==> src/rtl/uart_cmd_assembler_pkg.sv <==
// Shared types for the UART command assembler: command word shape and
// the byte-packing state encoding (state value == bytes already collected).
package uart_cmd_assembler_pkg;

  localparam int CMD_WIDTH = 32;
  localparam int CMD_BYTES = 4;
  localparam int BYTE_IDX_W = $clog2(CMD_BYTES);

  typedef logic [CMD_WIDTH-1:0] cmd_word_t;

  typedef enum logic [BYTE_IDX_W-1:0] {
    S_BYTE0 = 2'd0,
    S_BYTE1 = 2'd1,
    S_BYTE2 = 2'd2,
    S_BYTE3 = 2'd3
  } pack_state_t;

endpackage

==> src/rtl/uart_cmd_assembler_if.sv <==
// Handshake bundle between the UART receiver, the assembler and the
// graphite AXI-stream command port. master = assembler side.
interface uart_cmd_assembler_if;
  import uart_cmd_assembler_pkg::*;

  logic      uart_rd_o;
  logic [7:0] uart_data_i;
  logic      uart_valid_i;
  logic      uart_busy_i;
  logic      cmd_axis_tvalid_o;
  logic      cmd_axis_tready_i;
  cmd_word_t cmd_axis_tdata_o;

  modport master (
    output uart_rd_o, cmd_axis_tvalid_o, cmd_axis_tdata_o,
    input  uart_data_i, uart_valid_i, uart_busy_i, cmd_axis_tready_i
  );

  modport slave (
    input  uart_rd_o, cmd_axis_tvalid_o, cmd_axis_tdata_o,
    output uart_data_i, uart_valid_i, uart_busy_i, cmd_axis_tready_i
  );

endinterface

==> src/rtl/uart_cmd_assembler_cmd_fifo.sv <==
// First-word-fall-through FIFO with a registered output stage. The output
// register counts as one of the DEPTH entries; level includes it.
module cmd_fifo #(
  parameter int WIDTH = 32,
  parameter int DEPTH = 8
) (
  input  logic                     clk,
  input  logic                     reset_n_i,
  input  logic                     push,
  input  logic [WIDTH-1:0]         push_data,
  output logic                     full,
  input  logic                     pop,
  output logic                     empty,
  output logic [WIDTH-1:0]         pop_data,
  output logic [$clog2(DEPTH):0]   level
);

  localparam int AW = $clog2(DEPTH);
  localparam int LW = AW + 1;
  localparam logic [LW-1:0] FULL_LVL = LW'(DEPTH);
  localparam logic [LW-1:0] ONE_L    = LW'(1);
  localparam logic [AW-1:0] ONE_A    = AW'(1);

  logic [WIDTH-1:0] mem [DEPTH];
  logic [AW-1:0]    wr_ptr, rd_ptr;
  logic [LW-1:0]    mem_cnt, level_q;
  logic [WIDTH-1:0] out_data;
  logic             out_valid;

  logic do_pop, out_free, load_mem, load_push, mem_wr;

  assign do_pop    = pop && out_valid;
  assign out_free  = !out_valid || do_pop;
  assign load_mem  = out_free && (mem_cnt != '0);
  // Into an idle output stage the pushed word is registered, never passed through.
  assign load_push = out_free && (mem_cnt == '0) && push;
  assign mem_wr    = push && !load_push;

  assign full     = (level_q == FULL_LVL);
  assign empty    = !out_valid;
  assign pop_data = out_data;
  assign level    = level_q;

  always_ff @(posedge clk) begin
    if (mem_wr) mem[wr_ptr] <= push_data;
  end

  always_ff @(posedge clk or negedge reset_n_i) begin
    if (!reset_n_i) begin
      wr_ptr    <= '0;
      rd_ptr    <= '0;
      mem_cnt   <= '0;
      level_q   <= '0;
      out_data  <= '0;
      out_valid <= 1'b0;
    end else begin
      if (mem_wr) wr_ptr <= wr_ptr + ONE_A;

      if (load_mem) begin
        out_data  <= mem[rd_ptr];
        rd_ptr    <= rd_ptr + ONE_A;
        out_valid <= 1'b1;
      end else if (load_push) begin
        out_data  <= push_data;
        out_valid <= 1'b1;
      end else if (do_pop) begin
        out_valid <= 1'b0;
      end

      unique case ({mem_wr, load_mem})
        2'b10:   mem_cnt <= mem_cnt + ONE_L;
        2'b01:   mem_cnt <= mem_cnt - ONE_L;
        default: mem_cnt <= mem_cnt;
      endcase

      unique case ({push, do_pop})
        2'b10:   level_q <= level_q + ONE_L;
        2'b01:   level_q <= level_q - ONE_L;
        default: level_q <= level_q;
      endcase
    end
  end

endmodule

==> src/rtl/uart_cmd_assembler.sv <==
// Packs UART bytes MSB-first into 32-bit commands and queues them for the
// graphite AXI-stream command port; drops a stalled partial word on timeout.
//
// state   | meaning
// S_BYTE0 | no bytes of the current word held
// S_BYTE1 | byte 0 held in [31:24]
// S_BYTE2 | bytes 0..1 held in [31:16]
// S_BYTE3 | bytes 0..2 held in [31:8]; next accept completes and pushes
module uart_cmd_assembler
  import uart_cmd_assembler_pkg::*;
#(
  parameter int FIFO_DEPTH     = 8,
  parameter int TIMEOUT_CYCLES = 2_500_000
) (
  input  logic                          clk,
  input  logic                          reset_n_i,
  uart_cmd_assembler_if.master          bus,
  output logic [$clog2(FIFO_DEPTH):0]   level_o,
  output logic [BYTE_IDX_W-1:0]         partial_o,
  output logic                          timeout_o
);

  pack_state_t state_q;
  cmd_word_t   shift_q;
  cmd_word_t   push_word;
  logic        cooldown_q, rd_en_q, timeout_q;
  logic        fifo_full, fifo_empty;
  logic        accept, push, pop, idle_hit;

  // rd_en_q keeps the strobe low while reset is held and for the reset-release edge.
  assign bus.uart_rd_o = rd_en_q && !fifo_full && !cooldown_q;
  assign accept    = bus.uart_rd_o && bus.uart_valid_i && !bus.uart_busy_i;
  assign push      = accept && (state_q == S_BYTE3);
  assign push_word = {shift_q[CMD_WIDTH-1:8], bus.uart_data_i};
  assign pop       = bus.cmd_axis_tvalid_o && bus.cmd_axis_tready_i;

  assign bus.cmd_axis_tvalid_o = !fifo_empty;
  assign partial_o = state_q;
  assign timeout_o = timeout_q;

  cmd_fifo #(
    .WIDTH (CMD_WIDTH),
    .DEPTH (FIFO_DEPTH)
  ) u_cmd_fifo (
    .clk       (clk),
    .reset_n_i (reset_n_i),
    .push      (push),
    .push_data (push_word),
    .full      (fifo_full),
    .pop       (pop),
    .empty     (fifo_empty),
    .pop_data  (bus.cmd_axis_tdata_o),
    .level     (level_o)
  );

  generate
    if (TIMEOUT_CYCLES > 0) begin : g_timeout
      localparam int IW = (TIMEOUT_CYCLES > 1) ? $clog2(TIMEOUT_CYCLES + 1) : 1;
      localparam logic [IW-1:0] IDLE_LAST = IW'(TIMEOUT_CYCLES - 1);
      logic [IW-1:0] idle_q;

      // idle_q counts completed idle cycles; the drop lands when it would reach TIMEOUT_CYCLES.
      assign idle_hit = !accept && (state_q != S_BYTE0) && (idle_q == IDLE_LAST);

      always_ff @(posedge clk or negedge reset_n_i) begin
        if (!reset_n_i) begin
          idle_q <= '0;
        end else if (accept || (state_q == S_BYTE0) || idle_hit) begin
          idle_q <= '0;
        end else begin
          idle_q <= idle_q + IW'(1);
        end
      end
    end else begin : g_no_timeout
      assign idle_hit = 1'b0;
    end
  endgenerate

  always_ff @(posedge clk or negedge reset_n_i) begin
    if (!reset_n_i) begin
      state_q    <= S_BYTE0;
      shift_q    <= '0;
      cooldown_q <= 1'b0;
      rd_en_q    <= 1'b0;
      timeout_q  <= 1'b0;
    end else begin
      rd_en_q    <= 1'b1;
      cooldown_q <= accept;
      timeout_q  <= idle_hit;
      if (idle_hit) begin
        state_q <= S_BYTE0;
        shift_q <= '0;
      end else if (accept) begin
        unique case (state_q)
          S_BYTE0: begin
            shift_q <= {bus.uart_data_i, 24'h0};
            state_q <= S_BYTE1;
          end
          S_BYTE1: begin
            shift_q[23:16] <= bus.uart_data_i;
            state_q        <= S_BYTE2;
          end
          S_BYTE2: begin
            shift_q[15:8] <= bus.uart_data_i;
            state_q       <= S_BYTE3;
          end
          S_BYTE3: begin
            shift_q <= '0;
            state_q <= S_BYTE0;
          end
        endcase
      end
    end
  end

endmodule

==> src/flat_wrapper.sv <==
// flat-port wrapper written by rule: the top's interface ports become plain ports
module uart_cmd_assembler_flat import uart_cmd_assembler_pkg::*;
#(
  parameter int FIFO_DEPTH     = 8,
  parameter int TIMEOUT_CYCLES = 2_500_000
)
  (clk, reset_n_i, level_o, partial_o, timeout_o, bus_uart_rd_o, bus_cmd_axis_tvalid_o, bus_cmd_axis_tdata_o, bus_uart_data_i, bus_uart_valid_i, bus_uart_busy_i, bus_cmd_axis_tready_i);
  uart_cmd_assembler_if bus_i ();
  input  logic clk;
  input  logic reset_n_i;
  output logic [$clog2(FIFO_DEPTH):0] level_o;
  output logic [BYTE_IDX_W-1:0] partial_o;
  output logic timeout_o;
  output wire logic [$bits(bus_i.uart_rd_o)-1:0] bus_uart_rd_o;
  output wire logic [$bits(bus_i.cmd_axis_tvalid_o)-1:0] bus_cmd_axis_tvalid_o;
  output wire logic [$bits(bus_i.cmd_axis_tdata_o)-1:0] bus_cmd_axis_tdata_o;
  input wire logic [$bits(bus_i.uart_data_i)-1:0] bus_uart_data_i;
  input wire logic [$bits(bus_i.uart_valid_i)-1:0] bus_uart_valid_i;
  input wire logic [$bits(bus_i.uart_busy_i)-1:0] bus_uart_busy_i;
  input wire logic [$bits(bus_i.cmd_axis_tready_i)-1:0] bus_cmd_axis_tready_i;
  assign bus_uart_rd_o = bus_i.uart_rd_o;
  assign bus_cmd_axis_tvalid_o = bus_i.cmd_axis_tvalid_o;
  assign bus_cmd_axis_tdata_o = bus_i.cmd_axis_tdata_o;
  assign bus_i.uart_data_i = bus_uart_data_i;
  assign bus_i.uart_valid_i = bus_uart_valid_i;
  assign bus_i.uart_busy_i = bus_uart_busy_i;
  assign bus_i.cmd_axis_tready_i = bus_cmd_axis_tready_i;
  uart_cmd_assembler #(.FIFO_DEPTH(FIFO_DEPTH), .TIMEOUT_CYCLES(TIMEOUT_CYCLES)) u_core (.clk(clk), .reset_n_i(reset_n_i), .bus(bus_i), .level_o(level_o), .partial_o(partial_o), .timeout_o(timeout_o));
endmodule
==> config.mk <==
export PLATFORM = sky130hd
export DESIGN_NAME = uart_cmd_assembler_flat
export DESIGN_NICKNAME = d
export VERILOG_FILES = /design/src/rtl/uart_cmd_assembler_pkg.sv /design/src/rtl/uart_cmd_assembler_if.sv /design/src/rtl/uart_cmd_assembler_cmd_fifo.sv /design/src/rtl/uart_cmd_assembler.sv /design/src/flat_wrapper.sv
export SDC_FILE = /design/constraint.sdc
export NUM_CORES = 1
export LEC_CHECK = 0
export CORE_MARGIN = 5
export CORE_UTILIZATION = 45
export CTS_CLUSTER_DIAMETER = 150
export DETAILED_ROUTE_END_ITERATION = 8
export GPL_ROUTABILITY_DRIVEN = 0
export SYNTH_ARGS = -nofsm -noshare
export SYNTH_HDL_FRONTEND = slang
export SYNTH_SLANG_ARGS = --single-unit
==> constraint.sdc <==
create_clock -name clk -period 9.3 [get_ports clk]
set_input_delay 2.79 -clock clk [delete_from_list [all_inputs] [get_ports clk]]
set_output_delay 2.79 -clock clk [all_outputs]
set_load 0.02 [all_outputs]
-- Word-level counts from Yosys, hierarchy flattened
Memories as Yosys holds them, arrays and structs flattened.
Cells that the tools add are included.
- register bits after elaboration: 98
- memory bits (writable): 256
- input port bits: 13
- output and inout port bits: 41
- memories kept: 1
- add/subtract/negate cells: 7
- equality and inequality tests: 9
- mux-type cells: 19
- reductions and logical operators: 38
- memories (memory ; depth ; width ; rd ports ; clocked after memory_dff ; wr ports ; RTL line ; RTL):
    u_core.u_cmd_fifo.mem ; 8 ; 32 ; 1 ; 0 ; 1 ; uart_cmd_assembler_cmd_fifo.sv:24 ; logic [WIDTH-1:0] mem [DEPTH];
- operators with widths (operator ; number):
    32-bit two-way mux ; 4
    8-bit case mux with 2 select lines ; 3
    22-bit by 1-bit adder with 22-bit output (second input constant) ; 1
    22-bit == test (second input constant) ; 1
    22-bit two-way mux ; 1
    4-bit case mux with 2 select lines ; 2
    1-bit logical AND ; 13
    3-bit nonzero test ; 4
    2-bit nonzero test ; 5
    4-bit by 1-bit adder with 4-bit output (second input constant) ; 2
    2-bit == test (second input constant) ; 4
    8-bit two-way mux ; 1
    2-bit case mux with 4 select lines ; 1
    4-bit by 1-bit subtractor with 4-bit output (second input constant) ; 2
    3-bit by 1-bit adder with 3-bit output (second input constant) ; 2
    2-bit by 1-bit == test with 1-bit output (second input constant) ; 3
    1-bit zero test ; 6
    2-bit AND reduction ; 3
    1-bit two-way mux ; 5
    4-bit == test (second input constant) ; 1
    4-bit zero test ; 1
    2-bit two-way mux ; 2
    4-bit nonzero test ; 1
    1-bit logical OR ; 3
    2 further kinds ; 2

-- Logic depth before layout (Yosys ltp)
Gate-level depths: netlist (run 1).
- depth in word-level cells: 12
- depth in mapped cells: 12
- mapped depth without buffers: 10

-- Hierarchy
From an unflattened synthesis (run 1), not the netlist that was laid out.
- cell total of the unflattened synthesis: 963
- area, all modules: 14940.6 µm²
- by module, submodules not included (module ; instances ; cells an instance ; area each (µm²) ; seq. area each (µm²)):
    cmd_fifo ; 1 ; 674 ; 12180.4 ; 8863.5
    uart_cmd_assembler ; 1 ; 289 ; 2760.1 ; 1276.2

-- Worst setup path after synthesis (run 1)
No wires, ideal clock.
- kind: input -> register
- start: input bus_uart_busy_i
- end: memory u_core.u_cmd_fifo.mem[0][0], enable pin
- library setup time: 0.502 ns
- data arrival time: 6.674 ns
- required time: 8.798 ns
- path slack: 2.124 ns
- cell stages on the path: 5
- cell sequence: nand2b_1 -> nor3_1 -> buf_2 -> nand3_1 -> nor4_1
- longest elaborated chain between the ends: 8
- RTL lines (item ; RTL line ; RTL):
    from (decl) ; flat_wrapper.sv:19 ; input wire logic [$bits(bus_i.uart_busy_i)-1:0] bus_uart_busy_i;
    1-bit zero test (*) ; uart_cmd_assembler.sv:32 ; assign accept = bus.uart_rd_o && bus.uart_valid_i && !bus.uart_busy_i;
    1-bit logical AND (*) ; uart_cmd_assembler.sv:32 ;
    net u_core.accept ; uart_cmd_assembler.sv:28 ; logic accept, push, pop, idle_hit;
    1-bit logical AND (*) ; uart_cmd_assembler.sv:33 ; assign push = accept && (state_q == S_BYTE3);
    1-bit logical AND ; uart_cmd_assembler_cmd_fifo.sv:36 ; assign load_push = out_free && (mem_cnt == '0) && push;
    1-bit zero test ; uart_cmd_assembler_cmd_fifo.sv:37 ; assign mem_wr = push && !load_push;
    1-bit logical AND (*) ; uart_cmd_assembler_cmd_fifo.sv:37 ;
    1-bit two-way mux (*) ; uart_cmd_assembler_cmd_fifo.sv:45 ; if (mem_wr) mem[wr_ptr] <= push_data;
    1-bit two-way mux (implied by the code) (*) ; uart_cmd_assembler_cmd_fifo.sv:45 ;
    to (decl) ; uart_cmd_assembler_cmd_fifo.sv:24 ;
Mark *: on every way through the listed nets, which the timed path passes. The rest lies on a longest branch.

-- Worst setup path in the final report (run 1)
- start: input bus_uart_busy_i
- end: register u_core.u_cmd_fifo.mem_cnt[2]
- longest elaborated chain between the ends: 8
- elaborated cells on any way between the ends: 10
- RTL lines (item ; RTL line ; RTL):
    1-bit zero test (*) ; uart_cmd_assembler.sv:32 ;
    1-bit logical AND (*) ; uart_cmd_assembler.sv:32 ;
    1-bit logical AND (*) ; uart_cmd_assembler.sv:33 ;
    1-bit logical AND ; uart_cmd_assembler_cmd_fifo.sv:36 ;
    1-bit zero test ; uart_cmd_assembler_cmd_fifo.sv:37 ;
    1-bit logical AND (*) ; uart_cmd_assembler_cmd_fifo.sv:37 ;
    2-bit by 1-bit == test with 1-bit output / 2-bit == test (equally long branches) ; uart_cmd_assembler_cmd_fifo.sv:70 ; unique case ({mem_wr, load_mem})
    4-bit case mux with 2 select lines / 2-bit nonzero test (equally long branches) ; n/a ;
    to (signal assigned) ; uart_cmd_assembler_cmd_fifo.sv:71 ; 2'b10: mem_cnt <= mem_cnt + ONE_L;
    to (signal assigned) ; uart_cmd_assembler_cmd_fifo.sv:72 ; 2'b01: mem_cnt <= mem_cnt - ONE_L;
    to (signal assigned) ; uart_cmd_assembler_cmd_fifo.sv:73 ; default: mem_cnt <= mem_cnt;
    to (decl) ; uart_cmd_assembler_cmd_fifo.sv:26 ; logic [LW-1:0] mem_cnt, level_q;
Mark *: on every way between the ends. The rest lies on a longest branch, timed or not.
A chain may end at the register's enable or synchronous reset.

==> results by group, run 1 <==
Status
  • Outcome: completed

Place
  • Pre-CTS setup slack: 3.72 ns
  • Post-DP Area: 15400 µm²
  • Port Buffers: 53
  • Final HPWL DP: 17700 µm

Synth
  • Post-synth EDFFs: 256
  • Syn Nets: 919
  • Cell variety after synth: 55
  • FFs w/ async S/R, synth: 27.7%
  • Largest cells by area after synthesis: edfxtp_1, dfrtp_1, mux2i_1, a22oi_1, a221o_1
  • Cells after Synth: 894
  • Post-synth top area share: 53.7%
  • Main synth FF type: edfxtp_1
  • Post-synth design cell area: 14300 µm²
  • Synth Warn #: 0
  • Yosys top cell by area: edfxtp_1
  • Sequential-to-total area share from yosys stat: 70.8%
  • FF+latch count, synth: 354
  • Most instantiated cells after synthesis: edfxtp_1, mux2i_1, dfrtp_1
  • Syn avg cell area: 16.0 µm²
  • Most frequent cell after synthesis: edfxtp_1

GRT
  • GRT met3 Usage: 2.45%
  • M1 GR Usage: 24.6%
  • Initial antenna violation count: 0
  • GRT Total Usage: 16.8%
  • Largest net degree at the start of global routing: 59
  • Vias in the first global route: 8131
  • First-pass GRT wire length: 47400 µm
  • Grt total ovfl: 0
  • Layer with the highest usage: met2
  • Met2 Use GR: 26.9%

Routing
  • Vias post-DR: 7900
  • 1st-iter DRT viols: 547
  • Remaining DRCs: 0
  • WL/cell: 21.3 µm
  • DRT antenna net count: 0
  • Routed wire length: 29700 µm
  • First drt pass iteration count: 4
  • DR vias/cell: 5.67

Cells and area
  • Finished Cell Area: 16800 µm²
  • Layout area overhead: 17.0%
  • ANT cells: 0
  • # nets final: 985
  • Layout cells sized above 1: 12.2%

Clock network
  • # hold bufs at CTS: 0
  • CTS tree: yes
  • Gates resized, CTS repair: 0
  • Post-CTS Setup Inserts: 0
  • Clock transition at path regs: 0.06 ns
  • TritonCTS buffer count: 39
  • Clock sink total: 354
  • Worst-Skew Late Latency: 0.53 ns
  • CTS root buf: clkbuf_16
  • Max Root-Sink Buffers: 3
  • Max H-tree Level: 2

Floorplan
  • Die height: 188 µm
  • Die area: 35500 µm²
  • Initial core utilization: 45.5%
  • Core area: 31500 µm²
  • Top-level I/O count: 54
  • Die width: 188 µm
  • Rows: 65

Worst setup path
  • WP data arrival: 5.43 ns
  • Required @ worst endpoint: 9.71 ns
  • Setup CP Type: in2reg
  • Critical path fanouts, max: 11
  • CP endpoint kind: register
  • Crit start category: input pin

STA
  • Fin Clk Skew: 0.0288 ns
  • Final worst slack: 4.28 ns
  • Final setup violation count: 0
  • Tcrit/Tclk final: 54.0%
  • Max Slew Vio Count: 0
  • RSZ-0062 raised after global routing: false
  • Slew headroom: 19.6%
  • Fmax achieved: 199 MHz
  • Worst Hold Slack: 0.474 ns
  • Final Hold Vio Count: 0
  • Min cycle time layout: 5.02 ns
  • Setup_tns: 0 ns
  • Worst-Margin Slew: 1.21 ns

Pwr
  • Lkg Pwr: 6.22 nW
  • Worst vdd ir: 0.000145 V
  • Pwr Total: 5.22 mW
  • Power Density: 312 nW/µm²

Min path
  • Hold crit path type: reg2reg

Run
  • Max_cap viols: 0
==> cell type report <==
type / count / area (µm²)
tap: 402 / 503
inverter: 8 / 30.0
clock inverter: 17 / 267
clock buffer: 55 / 1110
fill: 2555 / 14700
timing repair buffer: 70 / 656
multi-input combinational: 487 / 4050
sequential: 354 / 10100
==> worst max-delay path, stage by stage <==
cell	delay, ns
clkdlybuf4s50_1	0.41
nand2b_1	0.20
nor3_1	0.15
buf_4	0.20
nand3_1	0.36
ha_1	0.43
xor2_1	0.18
ha_1	0.18
a21oi_1	0.14
xor2_1	0.16
nor2_1	0.06
xor2_1	0.14
==> final timing paths <==
kind / start / end / slack, ns / cells after the start
min: u_core.u_cmd_fifo.mem_cnt[3]$_DFFE_PN0P_ / u_core.u_cmd_fifo.mem_cnt[3]$_DFFE_PN0P_ / 0.47 / 1
min reg2reg: u_core.u_cmd_fifo.mem_cnt[3]$_DFFE_PN0P_ / u_core.u_cmd_fifo.mem_cnt[3]$_DFFE_PN0P_ / 0.47 / 1
max: bus_uart_busy_i / u_core.u_cmd_fifo.mem_cnt[2]$_DFFE_PN0P_ / 4.28 / 12
max reg2reg: u_core.u_cmd_fifo.rd_ptr[0]$_DFFE_PN0P_ / u_core.u_cmd_fifo.pop_data[0]$_DFFE_PN0P_ / 5.65 / 6
min in group asynchronous: reset_n_i / u_core.u_cmd_fifo.pop_data[17]$_DFFE_PN0P_ / 2.39 / 1
max in group asynchronous: reset_n_i / u_core.shift_q[18]$_DFFE_PN0P_ / 5.87 / 2
==> stage by stage <==
stage                     util, %  instances
after global routing         53.2       1393
after detailed placement     48.9       1321
after CTS                    53.2       1393
after global placement       48.9       1321
final                        53.2       1393
after floorplan                 -        894
==> where the power goes <==
part | total [mW] | leakage, nW | switching (mW) | internal, mW
logic | 1.31 | 1.98 | 0.673 | 0.639
clock network | 1.62 | 0.668 | 0.611 | 1.00
registers | 2.29 | 3.57 | 0.301 | 1.99
==> registers in the layout, summed over array words and instances, names as in the netlist <==
register / flops
u_core.cooldown_q: 1
u_core.g_timeout.idle_q: 22
u_core.partial_o: 2
u_core.rd_en_q: 1
u_core.shift_q: 24
u_core.timeout_o: 1
u_core.u_cmd_fifo.level: 4
u_core.u_cmd_fifo.mem: 256
u_core.u_cmd_fifo.mem_cnt: 4
u_core.u_cmd_fifo.out_valid: 1
u_core.u_cmd_fifo.pop_data: 32
u_core.u_cmd_fifo.rd_ptr: 3
u_core.u_cmd_fifo.wr_ptr: 3
==> cell families after synthesis <==
logic type                 count (synthesis)  synth area share, %
adders and majority gates                 12                 1.05
buffers and inverters                     53                 1.58
other                                      1               0.0262
xor gates and xnor gates                  27                 1.65
DFF                                      354                 70.8
AOI/OAI and AO/OA                        150                 8.48
and+or+nand+nor                          166                 7.04
muxes                                    131                 9.37
==> per-layer routing <==
layer	vias to the layer above	wire length, µm
met2	122	13800
li1	3688	-
met1	4046	14300
met4	0	541
met5	-	0
met3	44	940
==> cell usage in the layout (no fill, tap or decap), types with 5 or more instances in the layout <==
cell type / count
and3_1: 35
nand4_1: 8
inv_1: 8
clkbuf_1: 10
nor2_1: 22
bufinv_16: 6
mux2i_1: 125
xor2_1: 11
edfxtp_1: 256
nand2b_1: 8
a21oi_1: 9
a22oi_1: 62
ha_1: 12
nand2_1: 13
xnor2_1: 16
a22o_1: 16
a31o_2: 8
nand3_1: 11
o21ai_0: 7
nor4_1: 9
clkinv_2: 6
nor3b_1: 10
dfrtp_1: 97
clkbuf_8: 5
clkdlybuf4s50_1: 52
a221o_1: 32
clkbuf_16: 40
buf_4: 18
nor3_1: 5
Power figures use the tool's default switching activity.
==> inputs of run 2 (changes only) <==
==> constraint.sdc (replaced) <==
create_clock -name clk -period 4.78 [get_ports clk]
set_input_delay 1.434 -clock clk [delete_from_list [all_inputs] [get_ports clk]]
set_output_delay 1.434 -clock clk [all_outputs]
set_load 0.02 [all_outputs]
==> results by group, run 2 (synthesis results as in run 1) <==
Status
  • Outcome: completed

Cells and area
  • Fill count: 2544
  • # nets final: 995
  • Commonest non-fill, non-tap cell in the layout: edfxtp_1
  • Most frequent cells in the layout: edfxtp_1, mux2i_1, dfrtp_1
  • Biggest register: u_core.u_cmd_fifo.mem
  • Max FFs per register: 256
  • Layout area overhead: 16.9%
  • Post-Layout Cell Count: 1402
  • Layout cells sized above 1: 12.7%

Worst setup path
  • Reg2reg path depth: 11
  • RR Startpoint: u_core.u_cmd_fifo.mem_cnt[2]$_DFFE_PN0P_
  • WP data arrival: 2.15 ns
  • Setup CP Type: reg2out
  • Required @ worst endpoint: 3.35 ns
  • Worst reg2reg endpoint: u_core.u_cmd_fifo.mem_cnt[2]$_DFFE_PN0P_
  • Crit start category: register
  • Critical path fanouts, max: 9
  • CP endpoint kind: output port
  • Reg2reg setup slack: 1.87 ns
  • Critical Path Source: u_core.u_cmd_fifo.level[1]$_DFFE_PN0P_

Pwr
  • P_sw: 3.08 mW
  • Share of power burned in combinational logic: 26.0%
  • Seq pwr share: 45.1%
  • Clock network power share: 28.9%
  • Worst vdd ir: 0.000286 V
  • Power Density: 593 nW/µm²
  • Cell internal pwr: 6.84 mW
  • Pwr Total: 9.92 mW
  • Lkg Pwr: 6.22 nW
  • Switch share: 31.0%

Floorplan
  • Rows: 65
  • Die area: 35500 µm²
  • Core area: 31500 µm²
  • Die width: 188 µm
  • Initial core utilization: 45.5%
  • Die height: 188 µm
  • Top-level I/O count: 54

STA
  • Fin Clk Skew: 0.0114 ns
  • Tcrit/Tclk final: 75.0%
  • Slew headroom: 35.4%
  • RSZ-0062 raised after global routing: false
  • Worst-Margin Slew: 0.969 ns
  • Min cycle time layout: 3.59 ns
  • Final worst slack: 1.19 ns
  • Fmax achieved: 279 MHz
  • Setup_tns: 0 ns
  • Final setup violation count: 0
  • Final Hold Vio Count: 0
  • Max Slew Vio Count: 0

Routing
  • Vias post-DR: 8039
  • DRT antenna net count: 0
  • 1st-iter DRT viols: 674
  • Remaining DRCs: 0
  • First drt pass iteration count: 4
  • DR vias/cell: 5.73
  • WL/cell: 22.4 µm
  • Routed wire length: 31400 µm

Clock network
  • Clock transition at path regs: 0.06 ns
  • CTS root buf: clkbuf_16
  • TritonCTS buffer count: 38
  • Worst-Skew Late Latency: 0.52 ns
  • Max H-tree Level: 2
  • Clock sink total: 354
  • Gates resized, CTS repair: 0
  • CTS tree: yes
  • Max Root-Sink Buffers: 3
  • Post-CTS Setup Inserts: 0
  • # hold bufs at CTS: 0

GRT
  • Initial antenna violation count: 1
  • GRT Total Usage: 17.7%
  • Vias in the first global route: 8225
  • Grt total ovfl: 0
  • Largest net degree at the start of global routing: 65
  • First-pass GRT wire length: 49300 µm

Place
  • Final HPWL DP: 18400 µm
  • Placed cell count: 1332
  • Pre-CTS setup slack: 0.683 ns
  • Port Buffers: 53

Run
  • Max_cap viols: 0

Min path
  • Worst Hold Launch: u_core.u_cmd_fifo.mem_cnt[3]$_DFFE_PN0P_
  • Hold path depth: 1
  • Hold endpoint: u_core.u_cmd_fifo.mem_cnt[3]$_DFFE_PN0P_
  • Hold crit path type: reg2reg
-- run 2: cell count changes in the layout (fill, tap and decap cells not counted), sizes merged --
cell	delta
bufinv	-3
diode	+1
clkinvlp	-1
clkinv	+6
buf	+11
clkbuf	-5
-- run 2: metal layers --
layer	share of wire [%]	wire length, µm	track usage (%)
met5	0	0	0
met2	48	15100	28.7
met4	1.8	561	3.98
met1	46	14500	25.7
met3	4.0	1260	2.74
-- run 2: power by group through the flow --
stage	registers [mW]	clock network (mW)	logic, mW
3_5_place_dp	4.54	0	2.61
4_1_cts	4.48	2.92	2.62
6_report	4.47	2.86	2.58
3_3_place_gp	4.53	0	2.58
2_1_floorplan	4.45	0	1.66
5_1_grt	4.56	3.06	2.81
-- run 2: how the worst max path moves through the flow --
stage | slack [ns] | cells past startpoint | endpoint
final | 1.19 | 3 | bus_uart_rd_o
after global routing | 1.08 | 7 | u_core.u_cmd_fifo.mem[5][20]$_DFFE_PP_
after CTS | 1.18 | 3 | bus_uart_rd_o
after detailed placement | 0.68 | 7 | u_core.u_cmd_fifo.mem[5][20]$_DFFE_PP_
after global placement | 0.71 | 7 | u_core.u_cmd_fifo.mem[5][21]$_DFFE_PP_
after floorplan | -0.19 | 5 | u_core.u_cmd_fifo.mem[2][0]$_DFFE_PP_
-- run 2: per-stage QoR --
| stage | util, % | instance area, µm² | hold WS (ns) |
|---|---|---|---|
| floorplan | - | 14300 | 0.446 |
| global placement | 49.3 | 15500 | 0.469 |
| detailed placement | 49.3 | 15500 | 0.463 |
| CTS | 53.2 | 16700 | 0.476 |
| global route | 53.2 | 16700 | 0.508 |
| finish | 53.2 | 16700 | 0.477 |
-- run 2: cell type report --
| type | instances | area (µm²) | share of cell area [%] |
|---|---|---|---|
| repair buffers | 81 | 776 | 4.63 |
| flip-flops and latches | 354 | 10100 | 60.6 |
| clock buffers | 50 | 1050 | 6.26 |
| multi-input cells | 487 | 4060 | 24.3 |
| diodes | 1 | 2.50 | 0.0149 |
| well taps | 402 | 503 | 3.00 |
| clock inverters | 19 | 176 | 1.05 |
| inverters | 8 | 30.0 | 0.179 |
-- run 2: critical path, stage by stage (launching register included) --
cell and delay (ns):
dfrtp_1 0.48, nor4b_2 0.49, nor2_1 0.10, clkdlybuf4s50_1 0.56
==> inputs of run 3 (changes only) <==
==> constraint.sdc (replaced) <==
create_clock -name clk -period 3.1 [get_ports clk]
set_input_delay 0.93 -clock clk [delete_from_list [all_inputs] [get_ports clk]]
set_output_delay 0.93 -clock clk [all_outputs]
set_load 0.02 [all_outputs]
==> results by group, run 3 (synthesis results as in run 1) <==
Cells and area
  • Most frequent cells in the layout: edfxtp_1, mux2i_1, dfrtp_1
  • Post-Layout Cell Count: 1422
  • Layout cells sized above 1: 13.4%
  • Layout area overhead: 18.6%
  • Finished Cell Area: 17000 µm²
  • Biggest register: u_core.u_cmd_fifo.mem
  • Commonest non-fill, non-tap cell in the layout: edfxtp_1
  • Fill count: 2540
  • # nets final: 1014
  • Max FFs per register: 256

Routing
  • DR vias/cell: 5.72
  • WL/cell: 22.4 µm
  • Routed wire length: 31800 µm
  • Vias post-DR: 8138
  • DRT antenna net count: 0
  • Remaining DRCs: 0
  • First drt pass iteration count: 4
  • 1st-iter DRT viols: 578

Floorplan
  • Die width: 188 µm
  • Initial core utilization: 45.5%
  • Die height: 188 µm
  • Top-level I/O count: 54
  • Die area: 35500 µm²
  • Rows: 65
  • Core area: 31500 µm²

Worst setup path
  • Crit start category: register
  • WP data arrival: 2.03 ns
  • Critical path fanouts, max: 9
  • Required @ worst endpoint: 2.17 ns
  • Reg2reg path depth: 8
  • RR Startpoint: u_core.u_cmd_fifo.level[1]$_DFFE_PN0P_
  • Worst reg2reg endpoint: u_core.u_cmd_fifo.mem[1][20]$_DFFE_PP_
  • Setup CP Type: reg2out
  • CP endpoint kind: output port
  • Reg2reg setup slack: 0.80 ns

GRT
  • GRT Total Usage: 18.1%
  • Grt total ovfl: 0
  • First-pass GRT wire length: 50600 µm
  • Initial antenna violation count: 1
  • Vias in the first global route: 8476
  • Largest net degree at the start of global routing: 50

Clock network
  • Clock sink total: 354
  • CTS tree: yes
  • Gates resized, CTS repair: 0
  • CTS root buf: clkbuf_16
  • Clock transition at path regs: 0.06 ns
  • # hold bufs at CTS: 0
  • Max Root-Sink Buffers: 3
  • Post-CTS Setup Inserts: 0
  • Worst-Skew Late Latency: 0.52 ns
  • Max H-tree Level: 2
  • TritonCTS buffer count: 38

STA
  • Max Slew Vio Count: 0
  • Fin Clk Skew: 0.0121 ns
  • Fmax achieved: 337 MHz
  • Slew headroom: 53.7%
  • Final Hold Vio Count: 0
  • RSZ-0062 raised after global routing: false
  • Min cycle time layout: 2.96 ns
  • Final worst slack: 0.137 ns
  • Tcrit/Tclk final: 95.6%
  • Worst-Margin Slew: 0.693 ns
  • Final setup violation count: 0

Status
  • Outcome: completed

Pwr
  • Worst vdd ir: 0.000578 V
  • Power Density: 898 nW/µm²
  • Lkg Pwr: 6.32 nW

Place
  • Post-DP Area: 15800 µm²
  • Pre-CTS setup slack: 0.0537 ns
  • Placed cell count: 1351
  • Final HPWL DP: 18900 µm
  • Port Buffers: 53

Min path
  • Hold crit path type: in2async

Run
  • Max_cap viols: 0
==> run 3: worst max-delay path: stages (launching register included) <==
cell and delay (ns):
dfrtp_1 0.48, nor4b_2 0.28, buf_4 0.17, nor2_1 0.05, clkdlybuf4s50_1 0.54
==> run 3: worst max-delay path by stage <==
stage / startpoint / endpoint / slack (ns) / depth (start not counted)
after floorplan: bus_uart_busy_i / u_core.u_cmd_fifo.mem[7][0]$_DFFE_PP_ / -0.28 / 5
after global placement: bus_uart_valid_i / u_core.u_cmd_fifo.mem_cnt[2]$_DFFE_PN0P_ / 0.05 / 11
after detailed placement: bus_uart_valid_i / u_core.u_cmd_fifo.mem[1][19]$_DFFE_PP_ / 0.05 / 8
after CTS: u_core.u_cmd_fifo.level[1]$_DFFE_PN0P_ / bus_uart_rd_o / 0.10 / 4
after global routing: u_core.u_cmd_fifo.level[1]$_DFFE_PN0P_ / bus_uart_rd_o / 0.02 / 4
final: u_core.u_cmd_fifo.level[1]$_DFFE_PN0P_ / bus_uart_rd_o / 0.14 / 4
==> run 3: area by class of cell <==
class	instances	area [µm²]	share of cell area (%)
Tap cell	402	503	2.96
Clock buffer	63	1090	6.39
Timing Repair Buffer	100	1040	6.14
Antenna cell	1	2.50	0.0147
Inverter	8	30.0	0.177
Multi-Input combinational cell	487	4100	24.2
Clock inverter	7	75.1	0.442
Sequential cell	354	10100	59.7
==> run 3: metrics by stage <==
| stage | total power, mW | setup TNS [ns] | util (%) | hold slack, ns |
|---|---|---|---|---|
| after detailed placement | 11.2 | 0 | 50.3 | 0.470 |
| final | 15.3 | 0 | 54.0 | 0.455 |
| after global routing | 16.0 | 0 | 54.0 | 0.511 |
| after CTS | 15.4 | 0 | 54.0 | 0.478 |
| after global placement | 11.1 | 0 | 50.3 | 0.481 |
| after floorplan | 9.46 | -31.47 | - | 0.446 |
==> run 3: layer usage <==
layer	wire, µm	vias to the layer above	GRT usage [%]
met5	0	-	0
met4	566	0	4.20
met3	1080	47	2.63
met1	14900	4199	26.0
li1	-	3744	-
met2	15300	148	29.5
==> run 3: where the power goes <==
group	switching [mW]	internal [mW]	total, mW
clock	1.75	2.48	4.23
combinational	2.16	2.01	4.17
sequential	0.881	5.97	6.85
total	4.79	10.5	15.3
